$ cat src/rtl/mtp_rd_arbiter.sv
// mtp_rd_arbiter: shares the MTP read port between init (req 0, priority) and cmd (req 1).
// Optional MTP_RD_RETRY_EN: re-issue a read once after its first ack timeout.
module mtp_rd_arbiter #(
  parameter int ADDR_W  = 6,
  parameter int DATA_W  = 16,
  parameter int TMO_CYC = 8,
  parameter int TMO_W   = 4
) (
  input  logic              init_clk,
  input  logic              rst_n,
  input  logic              req_init_i,
  input  logic [ADDR_W-1:0] addr_init_i,
  input  logic              req_cmd_i,
  input  logic [ADDR_W-1:0] addr_cmd_i,
  input  logic              mtp_ack_i,
  input  logic [DATA_W-1:0] mtp_data_i,
  output logic              mtp_rd_en_o,
  output logic [ADDR_W-1:0] mtp_addr_o,
  output logic [DATA_W-1:0] rd_data_o,
  output logic              rd_err_o,
  output logic              done_init_o,
  output logic              done_cmd_o,
  output logic              busy_o
);

  // state | meaning
  // IDLE  | no read in flight; arbitrate init over cmd
  // ISSUE | read strobe high for this cycle, ack window restarts
  // WAIT  | waiting for mtp_ack or the timeout count
  // DONE  | one-cycle done to the granted requester
  typedef enum logic [1:0] {
    ST_IDLE  = 2'd0,
    ST_ISSUE = 2'd1,
    ST_WAIT  = 2'd2,
    ST_DONE  = 2'd3
  } state_t;

  localparam logic [TMO_W-1:0] TMO_LAST = TMO_W'(TMO_CYC - 1);

  state_t            state_q, state_d;
  logic              grant_q, grant_d;
  logic [ADDR_W-1:0] addr_q, addr_d;
  logic [TMO_W-1:0]  tmo_cnt_q, tmo_cnt_d;
  logic [DATA_W-1:0] rd_data_q, rd_data_d;
  logic              rd_err_q, rd_err_d;
  logic              rd_en_q, rd_en_d;
  logic              done_init_q, done_init_d;
  logic              done_cmd_q, done_cmd_d;
  logic              busy_q, busy_d;
`ifdef MTP_RD_RETRY_EN
  logic              retry_q, retry_d;
`endif

  always_ff @(posedge init_clk or negedge rst_n) begin
    if (!rst_n) begin
      state_q     <= ST_IDLE;
      grant_q     <= 1'b0;
      addr_q      <= '0;
      tmo_cnt_q   <= '0;
      rd_data_q   <= '0;
      rd_err_q    <= 1'b0;
      rd_en_q     <= 1'b0;
      done_init_q <= 1'b0;
      done_cmd_q  <= 1'b0;
      busy_q      <= 1'b0;
`ifdef MTP_RD_RETRY_EN
      retry_q     <= 1'b0;
`endif
    end else begin
      state_q     <= state_d;
      grant_q     <= grant_d;
      addr_q      <= addr_d;
      tmo_cnt_q   <= tmo_cnt_d;
      rd_data_q   <= rd_data_d;
      rd_err_q    <= rd_err_d;
      rd_en_q     <= rd_en_d;
      done_init_q <= done_init_d;
      done_cmd_q  <= done_cmd_d;
      busy_q      <= busy_d;
`ifdef MTP_RD_RETRY_EN
      retry_q     <= retry_d;
`endif
    end
  end

  always_comb begin
    state_d   = state_q;
    grant_d   = grant_q;
    addr_d    = addr_q;
    tmo_cnt_d = tmo_cnt_q;
    rd_data_d = rd_data_q;
    rd_err_d  = rd_err_q;
`ifdef MTP_RD_RETRY_EN
    retry_d   = retry_q;
`endif
    unique case (state_q)
      ST_IDLE: begin
`ifdef MTP_RD_RETRY_EN
        retry_d = 1'b0;
`endif
        if (req_init_i) begin
          grant_d = 1'b0;
          addr_d  = addr_init_i;
          state_d = ST_ISSUE;
        end else if (req_cmd_i) begin
          grant_d = 1'b1;
          addr_d  = addr_cmd_i;
          state_d = ST_ISSUE;
        end
      end
      ST_ISSUE: begin
        tmo_cnt_d = '0;
        state_d   = ST_WAIT;
      end
      ST_WAIT: begin
        // ack takes precedence over a timeout in the same cycle
        if (mtp_ack_i) begin
          rd_data_d = mtp_data_i;
          rd_err_d  = 1'b0;
          state_d   = ST_DONE;
        end else if (tmo_cnt_q == TMO_LAST) begin
`ifdef MTP_RD_RETRY_EN
          if (!retry_q) begin
            retry_d = 1'b1;
            state_d = ST_ISSUE;
          end else begin
            rd_data_d = '0;
            rd_err_d  = 1'b1;
            state_d   = ST_DONE;
          end
`else
          rd_data_d = '0;
          rd_err_d  = 1'b1;
          state_d   = ST_DONE;
`endif
        end else begin
          tmo_cnt_d = tmo_cnt_q + TMO_W'(1);
        end
      end
      ST_DONE: begin
        state_d = ST_IDLE;
      end
      default: begin
        state_d = ST_IDLE;
      end
    endcase

    // outputs are registered, so they are decoded from the next state
    rd_en_d     = (state_d == ST_ISSUE);
    done_init_d = (state_d == ST_DONE) && !grant_d;
    done_cmd_d  = (state_d == ST_DONE) && grant_d;
    busy_d      = (state_d != ST_IDLE);
  end

  assign mtp_rd_en_o = rd_en_q;
  assign mtp_addr_o  = addr_q;
  assign rd_data_o   = rd_data_q;
  assign rd_err_o    = rd_err_q;
  assign done_init_o = done_init_q;
  assign done_cmd_o  = done_cmd_q;
  assign busy_o      = busy_q;

endmodule

$ cat config.mk
export PLATFORM = sky130hd
export DESIGN_NAME = mtp_rd_arbiter
export DESIGN_NICKNAME = d
export VERILOG_FILES = /design/src/rtl/mtp_rd_arbiter.sv
export SDC_FILE = /design/constraint.sdc
export NUM_CORES = 1
export LEC_CHECK = 0
export BUFFER_PORTS_ARGS = -buffer_cell sky130_fd_sc_hd__buf_4
export CAP_MARGIN = 30
export CELL_PAD_IN_SITES_DETAIL_PLACEMENT = 1
export CELL_PAD_IN_SITES_GLOBAL_PLACEMENT = 1
export CORE_ASPECT_RATIO = 1.25
export CORE_MARGIN = 2
export CORE_UTILIZATION = 30
export CTS_CLUSTER_SIZE = 30
export DETAILED_ROUTE_END_ITERATION = 16
export GPL_ROUTABILITY_DRIVEN = 0
export GPL_TIMING_DRIVEN = 0
export PLACE_DENSITY_LB_ADDON = 0.1
export SLEW_MARGIN = 15
export SYNTH_ARGS = -nofsm -noshare
export SYNTH_HDL_FRONTEND = slang
export SYNTH_SLANG_ARGS = --single-unit
$ cat constraint.sdc
create_clock -name init_clk -period 1.9 [get_ports init_clk]
set_clock_uncertainty 0.15 [all_clocks]
set_input_delay 0.38 -clock init_clk [delete_from_list [all_inputs] [get_ports init_clk]]
set_output_delay 0.38 -clock init_clk [all_outputs]
set_load 0.01 [all_outputs]
After elaboration in Yosys (flattened, before gate mapping)
Cells that the tools add are included.
- mux-type cells: 17
- reductions and logical operators: 11
- eq/ne operators: 8
- add/sub/neg operators: 1
- operators with widths (cell ; count):
    $mux 16 ; 2
    $mux 6 ; 2
    $mux 2 ; 4
    $mux 4 ; 2
    $pmux 2 s4 ; 1
    $pmux 4 s2 ; 1
    $reduce_bool 2->1 ; 4
    $eq 2x2->1 const B ; 3
    $mux 1 ; 5
    $add 4x1->4 const B ; 1
    $eq 2x1->1 const B ; 2
    $eq 4x3->1 const B ; 1
    $ne 2x2->1 const B ; 2
    $reduce_and 2->1 ; 2
    $reduce_and 3->1 ; 1
    $logic_and 1x1->1 ; 2
    $logic_not 2->1 ; 1
    $logic_not 1->1 ; 1
- output and inout port bits: 27
- input port bits: 33
- bits in registers: 34
- word-level logic and storage cells: 47

Logic depth before layout (Yosys ltp)
- word-level depth: 6
- gate-level depth with buffers: 7
- mapped depth without buffers: 5

Worst setup path before layout
No wires, ideal clock.
- path type: register to register
- from: reg tmo_cnt_q[0]
- to: reg busy_q, in the netlist busy_o
- period minus slack after synthesis: 1645 ps
- arrival time: 1353 ps
- stages on the path, launching flop included: 7
- setup time: 142 ps
- data required time: 1608 ps
- buffers on the path: 2
- slack: 255 ps
- cells stage by stage: dfrtp_1 > ha_1 > and3b_1 > buf_6 > o21ai_4 > buf_6 > o2111ai_1
- cells in the longest elaborated chain, start to end: 5
- RTL lines (element ; line ; text):
    start, declared ; 43 ; logic [TMO_W-1:0] tmo_cnt_q, tmo_cnt_d;
    start signal, assigned ; 73 ; tmo_cnt_q <= tmo_cnt_d;
    $eq 4x3->1 ; 121 ; end else if (tmo_cnt_q == TMO_LAST) begin
    $mux 2 ; 121 ;
    $mux 2 ; 117 ; if (mtp_ack_i) begin
    $pmux 2 s4 ; 96 ; unique case (state_q)
    $reduce_bool 2->1 ; 152 ; busy_d = (state_d != ST_IDLE);
    via busy_d ; 49 ; logic busy_q, busy_d;
    end signal, assigned ; 79 ; busy_q <= busy_d;
    end, declared ; 49 ;
The timed path passes the listed nets, and every way through them passes these cells.
A chain may end at the register's enable or synchronous reset.

Final worst setup path
Same ends and word-level chain as after synthesis.

==> results.ini <==
[grt]
antenna_found_initial = 0
grt_usage = 0.150
grt_pass1_vias = 1427
grt_pass1_wl_mm = 6.50
grt_remaining_overflow = 0
grt_max_degree = 35

[yosys]
syn_nets = 165
yosysMostFrequentCell = dfrtp_1
yosys-top-cells-area = dfrtp_1, a22o_2, a22o_1
synth-edff-count = 0
synth_area_per_cell_um2 = 11.8
synth_common_cells = dfrtp_1, a21oi_1, a22o_2
synth.distinct_cells = 32
ys_seq_area_frac = 0.563
synth_flop_cell = dfrtp_1
synth_area_um2 = 1510
synth_top_area_cell = dfrtp_1
async_reset_ff_frac = 1.00
ys_ff_latch = 34
synth_top_cell_area_share = 0.563
synthCells = 128
yosys_warnings = 0

[final_layout]
design_area_um2 = 2150
syn_to_final_growth_pct = 42.6
fin_nets = 235
layout-drive-gt1-share = 0.442
finalCoreUtilization = 0.449
num_antenna_cells = 0

[job]
drv_cap = 0

[routing]
wl_per_cell_um = 15.4
drt-total-wl_mm = 3.97
first_pass_iters = 4
postRouteAntennaNets = 0
vias_per_cell = 5.12
vias = 1317
drc = 0
drtIter0Drc = 38

[worst_setup_path]
path_cells = ha_1 > and3b_1 > buf_6 > o21ai_4 > buf_6 > o2111ai_1
crit_family = flip-flops
cp.required_ns = 1.90
cp-start-kind = flip-flop
cp_max_fo = 10
max_stage_delay_ns = 0.42
cpMostUsedCell = buf_6
critPathArrivalTime_ns = 1.81
slowest_stage = dfrtp_1
endpoint_kind = flip-flop
criticalPathCategory = flip-flop to flip-flop
critPathBufInv = 2

[floorplan]
start_util = 0.315
fp.dieH_um = 83.3
die_x_um = 67.5
ios = 60
num_rows = 28
die_area_um2 = 5620
core_um2 = 4800

[hold_path]
hp-class = input pin to flip-flop

[placement]
postPlaceCellArea_um2 = 2030
io_buffers = 59
dp_hpwl_mm = 2.94

[run_status]
status = finished, final reports clean

[clocking]
clock_path_buffers = 2
cts_buffers = 5
root_buffer = clkbuf_8
cts.clk_slew.worst_paths_ns = 0.06
clk-insertion-delay-late_ns = 0.28
clock_sinks = 34
cts_tree = yes
h-tree-depth = 2

[timing]
finalSetupViolCount = 0
final_hold_viol_count = 0
fmax_mhz = 552
slew_viol_final = 0
fin_crit_sh = 0.954
relSlewSlack = 0.707
tightest_slew_ns = 0.439
period_minus_slack_ns = 1.81

[pwr]
p_per_area_nw_per_um2 = 1490
ir_drop_mv = 0.553
p_leak_nw = 1.05

## state kept, by name (all words and copies together) (netlist names)
register	count
rd_data_o	16
mtp_addr_o	6
tmo_cnt_q	4
state_q	2
busy_o	1
done_cmd_o	1
done_init_o	1
grant_q	1
mtp_rd_en_o	1
rd_err_o	1
## placed cells by master (no fill, tap or decap), types with 2 or more instances in the layout
| cell | Yosys | layout |
|---|---|---|
| a21oi_1 | 11 | 11 |
| a22o_1 | 7 | 7 |
| a22o_2 | 9 | 9 |
| and3b_1 | 2 | 2 |
| buf_2 | 3 | 4 |
| buf_4 | 1 | 63 |
| buf_6 | 2 | 2 |
| clkbuf_8 | 0 | 6 |
| dfrtp_1 | 34 | 34 |
| ha_1 | 4 | 4 |
| inv_1 | 6 | 6 |
| nand2_1 | 5 | 5 |
| nand2b_1 | 2 | 2 |
| nand3b_1 | 6 | 6 |
| nor2_1 | 3 | 3 |
| o211ai_1 | 2 | 2 |
| o21ai_0 | 7 | 7 |
| o22ai_1 | 8 | 8 |
| or3_1 | 2 | 2 |
## worst reg2reg max path, cell delays in order, from the launching register on
cell and delay, ns:
dfrtp_1 0.42, ha_1 0.26, and3b_1 0.20, buf_6 0.14, o21ai_4 0.23, buf_6 0.18
o2111ai_1 0.11
## final cells by class
class | count | area [um2]
multi-input cells | 80 | 593
flip-flops and latches | 34 | 851
repair buffers | 63 | 475
plain buffers | 8 | 53.8
well taps | 60 | 75.1
clock buffers | 6 | 82.6
inverters | 6 | 22.5
fillers | 524 | 2650
## report_power, final
group | total, mW | internal (mW) | switching (mW)
Clock | 0.513 | 0.279 | 0.234
Sequential | 1.22 | 1.03 | 0.195
Combinational | 1.47 | 0.770 | 0.703
## path summary, 6_finish.rpt
kind                               start             to  slack [ns]  cells past startpoint
max in group asynchronous          rst_n  rd_data_o[12]        0.85                      2
min in group asynchronous          rst_n   rd_data_o[1]        0.43                      2
min reg2reg                     rd_err_o       rd_err_o        0.35                      2
min                        mtp_data_i[1]   rd_data_o[1]        0.18                      2
max reg2reg                 tmo_cnt_q[0]         busy_o        0.09                      6
max                         tmo_cnt_q[0]         busy_o        0.09                      6
## metrics by stage
step	TNS [ns]	hold slack, ns	cells	setup slack [ns]	total power [mW]
2_1_floorplan	0	-0.0656	128	0.255	2.01
3_3_place_gp	0	0.206	247	0.104	2.63
3_5_place_dp	0	0.213	247	0.00830	2.69
4_1_cts	0	0.172	254	0.0516	3.23
5_1_grt	-0.0263	0.170	257	-0.0263	3.44
6_report	0	0.181	257	0.0883	3.21
## repair_timing
| action | 4_1_cts | 5_1_grt |
|---|---|---|
| hold buffers | 1 | 0 |
| pin swaps | 0 | 1 |
| gates resized for setup | 1 | 1 |
| endpoints found under the hold margin | 34 | 0 |
| setup buffers | 0 | 3 |
| setup endpoints to repair | 1 | 2 |
## logic make-up after synthesis
group / count (synthesis) / share of synthesized area
AND/OR/NAND/NOR: 25 / 0.100
buffers and inverters: 14 / 0.0497
flip-flops: 34 / 0.563
adder cells (fa/ha/maj): 4 / 0.0331
AO/OA/AOI/OAI: 51 / 0.254
## routing by layer
| metal | GRT usage | part of all wire | vias up |
|---|---|---|---|
| li1 | - | - | 613 |
| met5 | 0 | 0 | - |
| met4 | 0.0557 | 0.0091 | 0 |
| met1 | 0.172 | 0.39 | 654 |
| met3 | 0.0393 | 0.069 | 4 |
| met2 | 0.258 | 0.53 | 46 |
Note: power is estimated with default switching activity, not from simulation.
